[src/rtl/serial_subtractor.sv]
// Bit-serial add/subtract unit: processes one operand bit per clock, LSB first,
// and publishes result, borrow/carry, zero and signed overflow together on completion.
module serial_subtractor #(
    parameter int WIDTH = 8
) (
    input  logic             clk,
    input  logic             rst,
    input  logic             start,
    input  logic             mode,
    input  logic [WIDTH-1:0] op_a,
    input  logic [WIDTH-1:0] op_b,
    input  logic             borrow_in,
    output logic             busy,
    output logic             done,
    output logic [WIDTH-1:0] result,
    output logic             borrow_out,
    output logic             zero,
    output logic             overflow,
    output logic [1:0]       dbg_state_o
);

    // Handshake: start is a request taken only in IDLE (operands captured on that edge);
    // busy is high for the WIDTH bit-cycles; done is a single-cycle completion strobe.
    localparam int CW = $clog2(WIDTH + 1);

    localparam logic [1:0] S_IDLE = 2'd0;
    localparam logic [1:0] S_RUN  = 2'd1;
    localparam logic [1:0] S_DONE = 2'd2;

    logic [1:0]       state_q, state_d;
    logic [WIDTH-1:0] a_q, a_d;
    logic [WIDTH-1:0] b_q, b_d;
    logic [WIDTH-1:0] acc_q, acc_d;
    logic [CW-1:0]    cnt_q, cnt_d;
    logic             c_q, c_d;
    logic             mode_q, mode_d;
    logic [WIDTH-1:0] result_q, result_d;
    logic             bout_q, bout_d;
    logic             zero_q, zero_d;
    logic             ovf_q, ovf_d;

    logic bit_a, bit_b, bit_x, bit_s, c_next, last_bit;

    always_comb begin
        bit_a    = a_q[0];
        bit_b    = b_q[0];
        bit_x    = bit_a ^ bit_b;
        bit_s    = bit_x ^ c_q;
        c_next   = mode_q ? ((bit_a & bit_b) | (bit_x & c_q))
                          : ((~bit_a & bit_b) | (~bit_x & c_q));
        last_bit = (cnt_q == CW'(WIDTH - 1));

        state_d  = state_q;
        a_d      = a_q;
        b_d      = b_q;
        acc_d    = acc_q;
        cnt_d    = cnt_q;
        c_d      = c_q;
        mode_d   = mode_q;
        result_d = result_q;
        bout_d   = bout_q;
        zero_d   = zero_q;
        ovf_d    = ovf_q;

        case (state_q)
            S_IDLE: begin
                if (start) begin
                    state_d = S_RUN;
                    a_d     = op_a;
                    b_d     = op_b;
                    mode_d  = mode;
                    c_d     = borrow_in;
                    cnt_d   = '0;
                    acc_d   = '0;
                end
            end
            S_RUN: begin
                a_d              = a_q >> 1;
                b_d              = b_q >> 1;
                c_d              = c_next;
                acc_d            = acc_q >> 1;
                acc_d[WIDTH-1]   = bit_s;
                cnt_d            = cnt_q + CW'(1);
                if (last_bit) begin
                    // On the final bit a_q[0]/b_q[0] are the operand sign bits.
                    state_d  = S_DONE;
                    result_d = acc_d;
                    bout_d   = c_next;
                    zero_d   = (acc_d == '0);
                    ovf_d    = mode_q ? ((bit_a == bit_b) && (bit_s != bit_a))
                                      : ((bit_a != bit_b) && (bit_s != bit_a));
                end
            end
            S_DONE:  state_d = S_IDLE;
            default: state_d = S_IDLE;
        endcase
    end

    always_ff @(posedge clk) begin
        if (rst) begin
            state_q  <= S_IDLE;
            a_q      <= '0;
            b_q      <= '0;
            acc_q    <= '0;
            cnt_q    <= '0;
            c_q      <= 1'b0;
            mode_q   <= 1'b0;
            result_q <= '0;
            bout_q   <= 1'b0;
            zero_q   <= 1'b1;
            ovf_q    <= 1'b0;
        end else begin
            state_q  <= state_d;
            a_q      <= a_d;
            b_q      <= b_d;
            acc_q    <= acc_d;
            cnt_q    <= cnt_d;
            c_q      <= c_d;
            mode_q   <= mode_d;
            result_q <= result_d;
            bout_q   <= bout_d;
            zero_q   <= zero_d;
            ovf_q    <= ovf_d;
        end
    end

    assign busy        = (state_q == S_RUN);
    assign done        = (state_q == S_DONE);
    assign result      = result_q;
    assign borrow_out  = bout_q;
    assign zero        = zero_q;
    assign overflow    = ovf_q;
    assign dbg_state_o = state_q;

endmodule

[config.mk]
export PLATFORM = sky130hd
export DESIGN_NAME = serial_subtractor
export DESIGN_NICKNAME = d
export VERILOG_FILES = /design/src/rtl/serial_subtractor.sv
export SDC_FILE = /design/constraint.sdc
export NUM_CORES = 1
export LEC_CHECK = 0
export CAP_MARGIN = 20
export CORE_ASPECT_RATIO = 0.75
export CORE_UTILIZATION = 45
export DETAILED_ROUTE_END_ITERATION = 10
export GPL_TIMING_DRIVEN = 0
export PLACE_DENSITY = 0.71
export SYNTH_ARGS = -nofsm -noshare
export SYNTH_HDL_FRONTEND = slang
export SYNTH_SLANG_ARGS = --single-unit
[constraint.sdc]
create_clock -name clk -period 2.2 [get_ports clk]
set_input_delay 0.44 -clock clk [delete_from_list [all_inputs] [get_ports clk]]
set_output_delay 0.44 -clock clk [all_outputs]
set_load 0.01 [all_outputs]
==> flow_summary_export.csv <==
group,metric,value,unit
run_status,status,"finished clean",
clocking,cts_sinks,42,
global_routing,grt_pass1_vias,1470,
synth,yosys_most_used_dff,"dfxtp_1",
cells_and_area,stdcell_count,293,
worst_setup_path,r2r-start,"a_q[0]",
floorplan,die_y,57.7,um
clocking,ctsHoldBuffers,0,
floorplan,die_area,0.00440,mm2
timing,fin_tns_setup,0,ps
detailed_routing,ant_nets,0,
worst_setup_path,worst_ep_required_time,1760,ps
timing,period_share,95.7,%
timing,rsz0062_at_grt,"false",
global_routing,grt_pass1_wl,7270,um
synth,synthTopCellsByArea,"dfxtp_1 45%, a22o_1 6.1%, a21oi_1 5.9%",
timing,fin_skew,5.91,ps
timing,tightest_slew,674,ps
placement,dpl.cell_count,288,
synth,synth_edf_count,0,
synth,postSynth.asyncResetShare,0,%
hold_path,hp-start,"result[3]",
synth,synth_cells,202,
hold_path,worst_hold_path_type,"register to register",
worst_setup_path,startpoint_type,"register",
floorplan,num_rows,19,
power,power_density,715,mW/mm2
synth,synthMostInstantiatedCell,"dfxtp_1",
floorplan,io-pin-count,36,
worst_setup_path,cp_max_fo,13,
placement,io_buffers,34,
global_routing,track_usage,21.6,%
worst_setup_path,crit_arrival,1660,ps
detailed_routing,dr.pass1.iters,4,
cells_and_area,drive_gt1_share,11.2,%
synth,seq_area_frac_synth,45.2,%
worst_setup_path,cp-end-kind,"output pin",
detailed_routing,wl_per_cell,14.9,um
worst_setup_path,path_class,"register to output pin",
job,cap_violations,0,
clocking,clockRootBuffer,"clkbuf_8",
clocking,post_cts_buffers,0,
synth,yosysTopAreaCellShare,45.2,%
global_routing,grt-ovfl-total,0,
synth,ys_types,40,
placement,gp_congestion,0.773,
global_routing,grt_max_degree,20,
clocking,numCtsBuffers,5,
power,power,1700,uW
synth,synth_common_cells,"42 x dfxtp_1, 22 x a21oi_1, 15 x nor2_1",
timing,slew_violations,0,
timing,hold_ws,483,ps
floorplan,die_x,76.3,um
detailed_routing,drc_errors,0,
synth,synth_nets,228,
synth,synth_area,0.00186,mm2
detailed_routing,vias,1629,
clocking,cts_tree,"done",
global_routing,antenna_found_initial,0,
worst_setup_path,cp-startpoint,"dbg_state_o[0]",
cells_and_area,antenna_cells,0,
timing,slew_headroom,54.9,%
detailed_routing,wl,4350,um
detailed_routing,drt_iter0_drc,115,
clocking,clk_pin_slew_worst_paths,80,ps
cells_and_area,final_nets,266,
timing,fin_crit,2100,ps
power,power_leakage,0.000910,uW
timing,hold_viol,0,
clocking,clock_latency,300,ps
floorplan,start_util,48.9,%
clocking,clockBufferDepth,2,
timing,setup_viol,0,
clocking,htreeDepth,2,
synth,synth_largest_area_cell,"dfxtp_1",
timing,timing.fmax,0.475,GHz
synth,syn_avg_cell_area,9.22,um2
placement,hpwl,3150,um
floorplan,coreArea,0.00380,mm2
power,ir_drop,0.000542,V
detailed_routing,vias_per_cell,5.56,
synth,synth.ff_latch_count,42,
cells_and_area,area_growth,27.5,%
synth,yosysWarnings,0,
-- where the power goes --
group	internal [uW]	switching [uW]	total, uW
registers	799	38.8	838
logic	123	131	254
clock network	334	272	606
-- cell families (layout without fill, tap and decap cells) --
group	after synthesis	after routing	share of synthesized area, %
XOR/XNOR	2	2	0.941
buffers and inverters	24	63	5.91
adder cells (fa/ha/maj)	5	5	4.57
flip-flops	42	42	45.2
AND/OR/NAND/NOR	59	59	16.8
multiplexers	1	1	0.538
AO/OA/AOI/OAI	69	69	26.1
-- cell usage in the layout, fill, tap and decap left out, types with 2 or more instances in the layout --
master | Yosys | routed
dfxtp_1 | 42 | 41
nor3b_1 | 2 | 2
o221a_2 | 4 | 4
nand2_1 | 9 | 9
nand3_1 | 11 | 11
o21ai_1 | 5 | 5
inv_1 | 8 | 8
nor4_1 | 2 | 2
a221o_1 | 4 | 4
nor2_1 | 15 | 15
buf_2 | 10 | 6
nor2b_1 | 6 | 6
a21o_1 | 2 | 2
clkinv_2 | 0 | 2
a21oi_1 | 22 | 22
nor3_1 | 2 | 2
buf_1 | 2 | 2
o221a_1 | 4 | 4
xnor2_1 | 2 | 2
ha_1 | 2 | 2
clkbuf_8 | 0 | 5
a22o_1 | 13 | 13
and2_1 | 3 | 3
nand4_1 | 2 | 2
clkdlybuf4s50_1 | 0 | 34
o21ai_0 | 10 | 10
fa_1 | 3 | 3
-- final timing paths --
path / cells past startpoint / end / slack (ps)
worst max-delay path: 4 / busy / 100
worst min-delay path: 2 / result[3] / 480
worst max register to register: 5 / overflow / 540
worst min register to register: 2 / result[3] / 480
-- cell type report --
type	instances	area [um2]
multi-input cells	136	911
clock inverters	3	40.0
repair buffers	34	340
inverters	9	36.3
fillers	363	1430
flip-flops and latches	42	845
plain buffers	12	67.6
well taps	52	65.1
clock buffers	5	68.8
-- worst max-delay path, cell delays in order (launching register included) --
cell and delay, ps:
dfxtp_4 410, nand2b_1 60, buf_2 190, inv_4 150, clkdlybuf4s50_1 550
-- metrics by stage --
stage | worst slack [ps] | cell area [um2] | util, %
6_report | 95.2 | 2370 | 62.4
5_1_grt | 16.2 | 2370 | 62.4
4_1_cts | 16.5 | 2370 | 62.4
3_5_place_dp | 78.2 | 2270 | 59.6
3_3_place_gp | 63.6 | 2270 | 59.6
2_1_floorplan | 675 | 1860 | -
-- per-layer routing --
layer / track usage, % / share of wire [%] / vias up
met3: 4.72 / 5.0 / 9
li1: - / - / 803
met1: 31.4 / 52 / 771
met4: 9.34 / 1.8 / 0
met5: 0 / 0 / -
met2: 30.6 / 42 / 46
-- registers in the layout, indices dropped and copies added, names as in the netlist --
register,cells
a_q,8
borrow_out,1
overflow,1
dbg_state_o,2
c_q,1
cnt_q,4
acc_q,7
result,8
b_q,8
zero,1
mode_q,1
-- what timing repair did --
action	in CTS	in global routing
resized for setup	3	2
pin swaps	0	0
endpoints found under the hold margin	0	0
setup endpoints to repair	2	2
Power figures use the tool's default switching activity.
==> edit 1, RTL diff (same settings) <==
Change the parameter `WIDTH` from 8 to 16.
--- a/src/rtl/serial_subtractor.sv
+++ b/src/rtl/serial_subtractor.sv
@@ -1,7 +1,7 @@
 // Bit-serial add/subtract unit: processes one operand bit per clock, LSB first,
 // and publishes result, borrow/carry, zero and signed overflow together on completion.
 module serial_subtractor #(
-    parameter int WIDTH = 8
+    parameter int WIDTH = 16
 ) (
     input  logic             clk,
     input  logic             rst,
Ports: changed (resized op_a, op_b and result); port bits go from 36 to 60. The function was not compared with the original's and may differ.
==> edit 1 against the original RTL <==
Die area grew 60%. Routed wire length up 60%. Power rose by 77%. Worst hold slack worse by 0.028 ns. Synthesized area grew 62%. Cell count up 73%. Largest power group unchanged. Setup slack improved by 0.16 ns. Sequential cell count rose by 33. Design area rose by 66%. Fmax grew 8.3%. Synthesized cell count increased by 75%. Sequential share of layout area rose by 2.7 points.
==> edit 1: results (changes against the original RTL) <==
| Metric | Value |
|---|---|
| Worst R2R Setup Slack | `0.30 ns (was 0.54 ns)` |
| First-pass GRT wire length | `11,500 um (was 7270 um)` |
| Placed cell count | `492 (was 288)` |
| GRT Total Usage | `21.8% (was 21.6%)` |
| H-tree depth | `3 (was 2)` |
| Crit-path max cell delay | `0.38 ns (was 0.55 ns)` |
| Final Non-Filler Cells | `507 (was 293)` |
| Highest-delay cell along the critical path | `dfxtp_1 (was clkdlybuf4s50_1)` |
| Worst-skew pair later-pin latency | `0.35 ns (was 0.30 ns)` |
| Largest net degree at the start of global routing | `16 (was 20)` |
| Synth cell types | `35 (was 40)` |
| Worst hold slack | `0.455 ns (was 0.483 ns)` |
| Cell Area, Placed | `3690 sq um (was 2270 sq um)` |
| Max VDD drop | `0.344 mV (was 0.542 mV)` |
| 1st-iter DRT viols | `144 (was 115)` |
| Syn nets | `395 (was 228)` |
| Initial antenna violation count | `0 (unchanged)` |
| Reg2reg end | `result[13] (was overflow)` |
| Pleak | `1.38 nW (was 0.910 nW)` |
| Seq pwr | `0.00144 W (was 0.000838 W)` |
| Post-Place Setup Slack | `0.164 ns (was 0.0782 ns)` |
| Status | `finished, final reports clean (unchanged)` |
| Vias per inst | `5.31 (was 5.56)` |
| Reg2Reg Depth | `7 (was 5)` |
| Post-synthesis sequential area ratio | `49.8% (was 45.2%)` |
| Vias in the first global route | `2,362 (was 1,470)` |
| Setup crit start | `dbg_state_o[1] (was dbg_state_o[0])` |
| Crit path max fanout | `15 (was 13)` |
| Gp weighted congestion | `0.817 (was 0.773)` |
| Final net count | `463 (was 266)` |
| Reg2reg start | `cnt_q[0] (was a_q[0])` |
| Fraction of layout cells with a size suffix above 1 | `9.86% (was 11.2%)` |
| Wire length per cell | `13.7 um (was 14.9 um)` |
| Leading post-synthesis cells by cell area | `dfxtp_1, a21oi_1, nand2_1 (was dfxtp_1, a22o_1, a21oi_1)` |
| Crit path DAT | `1.50 ns (was 1.66 ns)` |
| Post-synth top cells | `nand2_1, dfxtp_1, a21oi_1 (was dfxtp_1, a21oi_1, nor2_1)` |
| Min-delay src | `result[9] (was result[3])` |
| Fin crit period | `1.94 ns (was 2.10 ns)` |
| Gate Count Post-Synth | `353 (was 202)` |
| Dpl hpwl | `4950 um (was 3150 um)` |
| Total Power | `0.00300 W (was 0.00170 W)` |
| CTS buffer count | `9 (was 5)` |
| Slew @ Worst Pin | `0.624 ns (was 0.674 ns)` |
| Post-Route Skew | `0.00633 ns (was 0.00591 ns)` |
| Hold endpoint | `result[9] (was result[3])` |
| Psw | `0.000701 W (was 0.000442 W)` |
| Port Buffer Count | `58 (was 34)` |
| Clk power | `0.00126 W (was 0.000606 W)` |
[edit 1: cells by family (layout without fill, tap and decap cells)]
kind of cell	count (synthesis)	in the layout	synth area share, %
compound gates	109	109	21.6
xor+xnor	2	2	0.582
fa+ha+maj	5	5	2.57
buf+inv	34	107	6.44
flops	75	75	49.8
mux	1	1	0.332
simple gates	127	127	18.6
[edit 1: per-layer routing]
layer / global-route usage [%] / vias up / share of wire [%]
met5: 0 / - / 0
met4: 5.56 / 0 / 1.2
met3: 8.13 / 6 / 6.7
met2: 32.3 / 68 / 43
met1: 30.0 / 1251 / 49
li1: - / 1366 / -
[edit 1: final cells by class]
cell class	count	area, sq um
Inverter	5	21.3
Multi-Input combinational cell	244	1320
Clock buffer	9	124
Sequential cell	75	1500
Timing Repair Buffer	58	579
Buffer	28	168
Clock inverter	7	116
Fill cell	590	2450
Tap cell	81	101
[edit 1: repair_timing]
action,4_1_cts,5_1_grt
hold buffers,0,0
gates resized for setup,2,0
setup endpoints to repair,1,0
endpoints found under the hold margin,0,0
==> edit 2, RTL diff (config.mk and constraints unchanged) <==
Without the edit above. `a_q`, `b_q` and `result_q` no longer have a reset.
--- a/src/rtl/serial_subtractor.sv
+++ b/src/rtl/serial_subtractor.sv
@@ -99,29 +99,29 @@
     always_ff @(posedge clk) begin
         if (rst) begin
             state_q  <= S_IDLE;
-            a_q      <= '0;
-            b_q      <= '0;
             acc_q    <= '0;
             cnt_q    <= '0;
             c_q      <= 1'b0;
             mode_q   <= 1'b0;
-            result_q <= '0;
             bout_q   <= 1'b0;
             zero_q   <= 1'b1;
             ovf_q    <= 1'b0;
         end else begin
             state_q  <= state_d;
-            a_q      <= a_d;
-            b_q      <= b_d;
             acc_q    <= acc_d;
             cnt_q    <= cnt_d;
             c_q      <= c_d;
             mode_q   <= mode_d;
-            result_q <= result_d;
             bout_q   <= bout_d;
             zero_q   <= zero_d;
             ovf_q    <= ovf_d;
         end
+    end
+
+    always_ff @(posedge clk) begin
+        a_q      <= a_d;
+        b_q      <= b_d;
+        result_q <= result_d;
     end
 
     assign busy        = (state_q == S_RUN);
Function: differs if rst is asserted again (counterexample within 10 cycles, from zero or initial values and one cycle with rst high); with rst held inactive, the same outputs for 10 cycles.
==> edit 2 against the original RTL <==
Sequential share of layout area up 12 points. Sequential cell count unchanged. Setup slack better by 0.0079 ns. Register-to-register slack worse by 0.34 ns. Synthesized area fell by 5.4%. Power down 9.1%. Critical path depth unchanged. Routed wire length decreased by 27%. Cell count is 13% lower. Design area is 4.8% lower. Largest cell class is now flip-flops and latches.
==> edit 2: results (changes against the original RTL) <==
| Metric | Value |
|---|---|
| Crit-path max cell delay | `0.54 ns` |
| Post-synthesis sequential area ratio | `61.4% (was 45.2%)` |
| # Post-CTS Setup Buffers | `0 (unchanged)` |
| Ys flop type | `edfxtp_1 (was dfxtp_1)` |
| Synth warn | `0 (unchanged)` |
| Async set or reset register ratio after synthesis | `0% (unchanged)` |
| Synth cell types | `35 (was 40)` |
| Crit-path leading delay family | `buffers and inverters (unchanged)` |
| CTS buffer count | `5 (unchanged)` |
| Crit path DAT | `1.66 ns (about the same)` |
| Largest net degree at the start of global routing | `18 (was 20)` |
| Max VDD drop | `0.462 mV (was 0.542 mV)` |
| Gp weighted congestion | `0.790 (was 0.773)` |
| Vias per inst | `4.92 (was 5.56)` |
| Syn nets | `188 (was 228)` |
| Drt first pass iters | `4 (unchanged)` |
| Final net count | `228 (was 266)` |
| Worst-skew pair later-pin latency | `0.29 ns` |
| Pleak | `0.927 nW (was 0.910 nW)` |
| Highest-delay cell along the critical path | `clkdlybuf4s50_1 (unchanged)` |
| 1st-iter DRT viols | `125 (was 115)` |
| Status | `finished, final reports clean (unchanged)` |
| H-tree depth | `2 (unchanged)` |
| First-pass GRT wire length | `5330 um (was 7270 um)` |
| Crit path max fanout | `17 (was 13)` |
| Post-Route Skew | `0.00307 ns (was 0.00591 ns)` |
| Root Buffer Master | `clkbuf_8 (unchanged)` |
| Worst Hold Class | `flip-flop to flip-flop (unchanged)` |
| Dpl hpwl | `2360 um (was 3150 um)` |
| Port Buffer Count | `34 (unchanged)` |
| GRT Total Usage | `17.5% (was 21.6%)` |
| N_diodes | `0 (unchanged)` |
| Clock Path Buffers | `2 (unchanged)` |
| Post-synth top cells | `nand2_1, edfxtp_1, dfxtp_1 (was dfxtp_1, a21oi_1, nor2_1)` |
| Vias in the first global route | `1,205 (was 1,470)` |
| Post-synth EDFFs | `24 (was 0)` |
| Slew @ Worst Pin | `0.674 ns (about the same)` |
| Fraction of layout cells with a size suffix above 1 | `7.88% (was 11.2%)` |
| Clock transition at path regs | `0.08 ns (about the same)` |
| Leading post-synthesis cells by cell area | `edfxtp_1, dfxtp_1, nand2_1 (was dfxtp_1, a22o_1, a21oi_1)` |
| DRT Wirelength | `3170 um (was 4350 um)` |
| Initial antenna violation count | `0 (unchanged)` |
edit 2: layout make-up:
class	count	area [sq um]
fillers	315	1450
multi-input cells	105	618
repair buffers	34	340
flip-flops and latches	42	1080
clock buffers	5	68.8
plain buffers	7	32.5
well taps	52	65.1
clock inverters	3	15.0
inverters	7	33.8
edit 2: per-layer routing:
layer	GRT usage (%)	share of wire (%)	vias to the layer above
met3	5.43	4.8	7
met1	21.4	44	584
met2	29.0	49	32
li1	-	-	632
met5	0	0	-
met4	6.47	1.6	0
edit 2: logic make-up after synthesis:
| group | share of synthesized area [%] |
|---|---|
| and+or+nand+nor | 19.8 |
| adders and majority gates | 4.83 |
| buffers and inverters | 3.48 |
| DFF | 61.4 |
| AOI/OAI and AO/OA | 8.32 |
| muxes | 1.14 |
| xor gates and xnor gates | 0.995 |
edit 2: path summary, 6_finish.rpt:
path,from,slack (ns),end,depth (start not counted)
max reg2reg,a_q[0],0.20,overflow,5
min,acc_q[1],0.47,result[0],0
min reg2reg,acc_q[1],0.47,result[0],0
max,dbg_state_o[1],0.10,busy,4
edit 2: timing repair:
action	4_1_cts	5_1_grt
setup endpoints to repair	1	1
gates cloned	0	0
endpoints found under the hold margin	0	0
resized for setup	3	3
edit 2: where the power goes:
| part | switching (W) | internal (W) |
|---|---|---|
| combinational | 0.0000833 | 0.0000828 |
| sequential | 0.0000258 | 0.000876 |
| clock | 0.000257 | 0.000218 |
edit 2: through the flow:
step                util (%)  instances  cell area (sq um)  total power (W)  setup slack [ns]
floorplan                  -        162               1760          0.00101             0.365
global placement        58.4        248               2170          0.00108            0.0283
detailed placement      58.4        248               2170          0.00109            0.0141
CTS                     60.7        255               2250          0.00156            0.0162
global route            60.9        255               2260          0.00162            0.0168
finish                  60.9        255               2260          0.00154             0.103
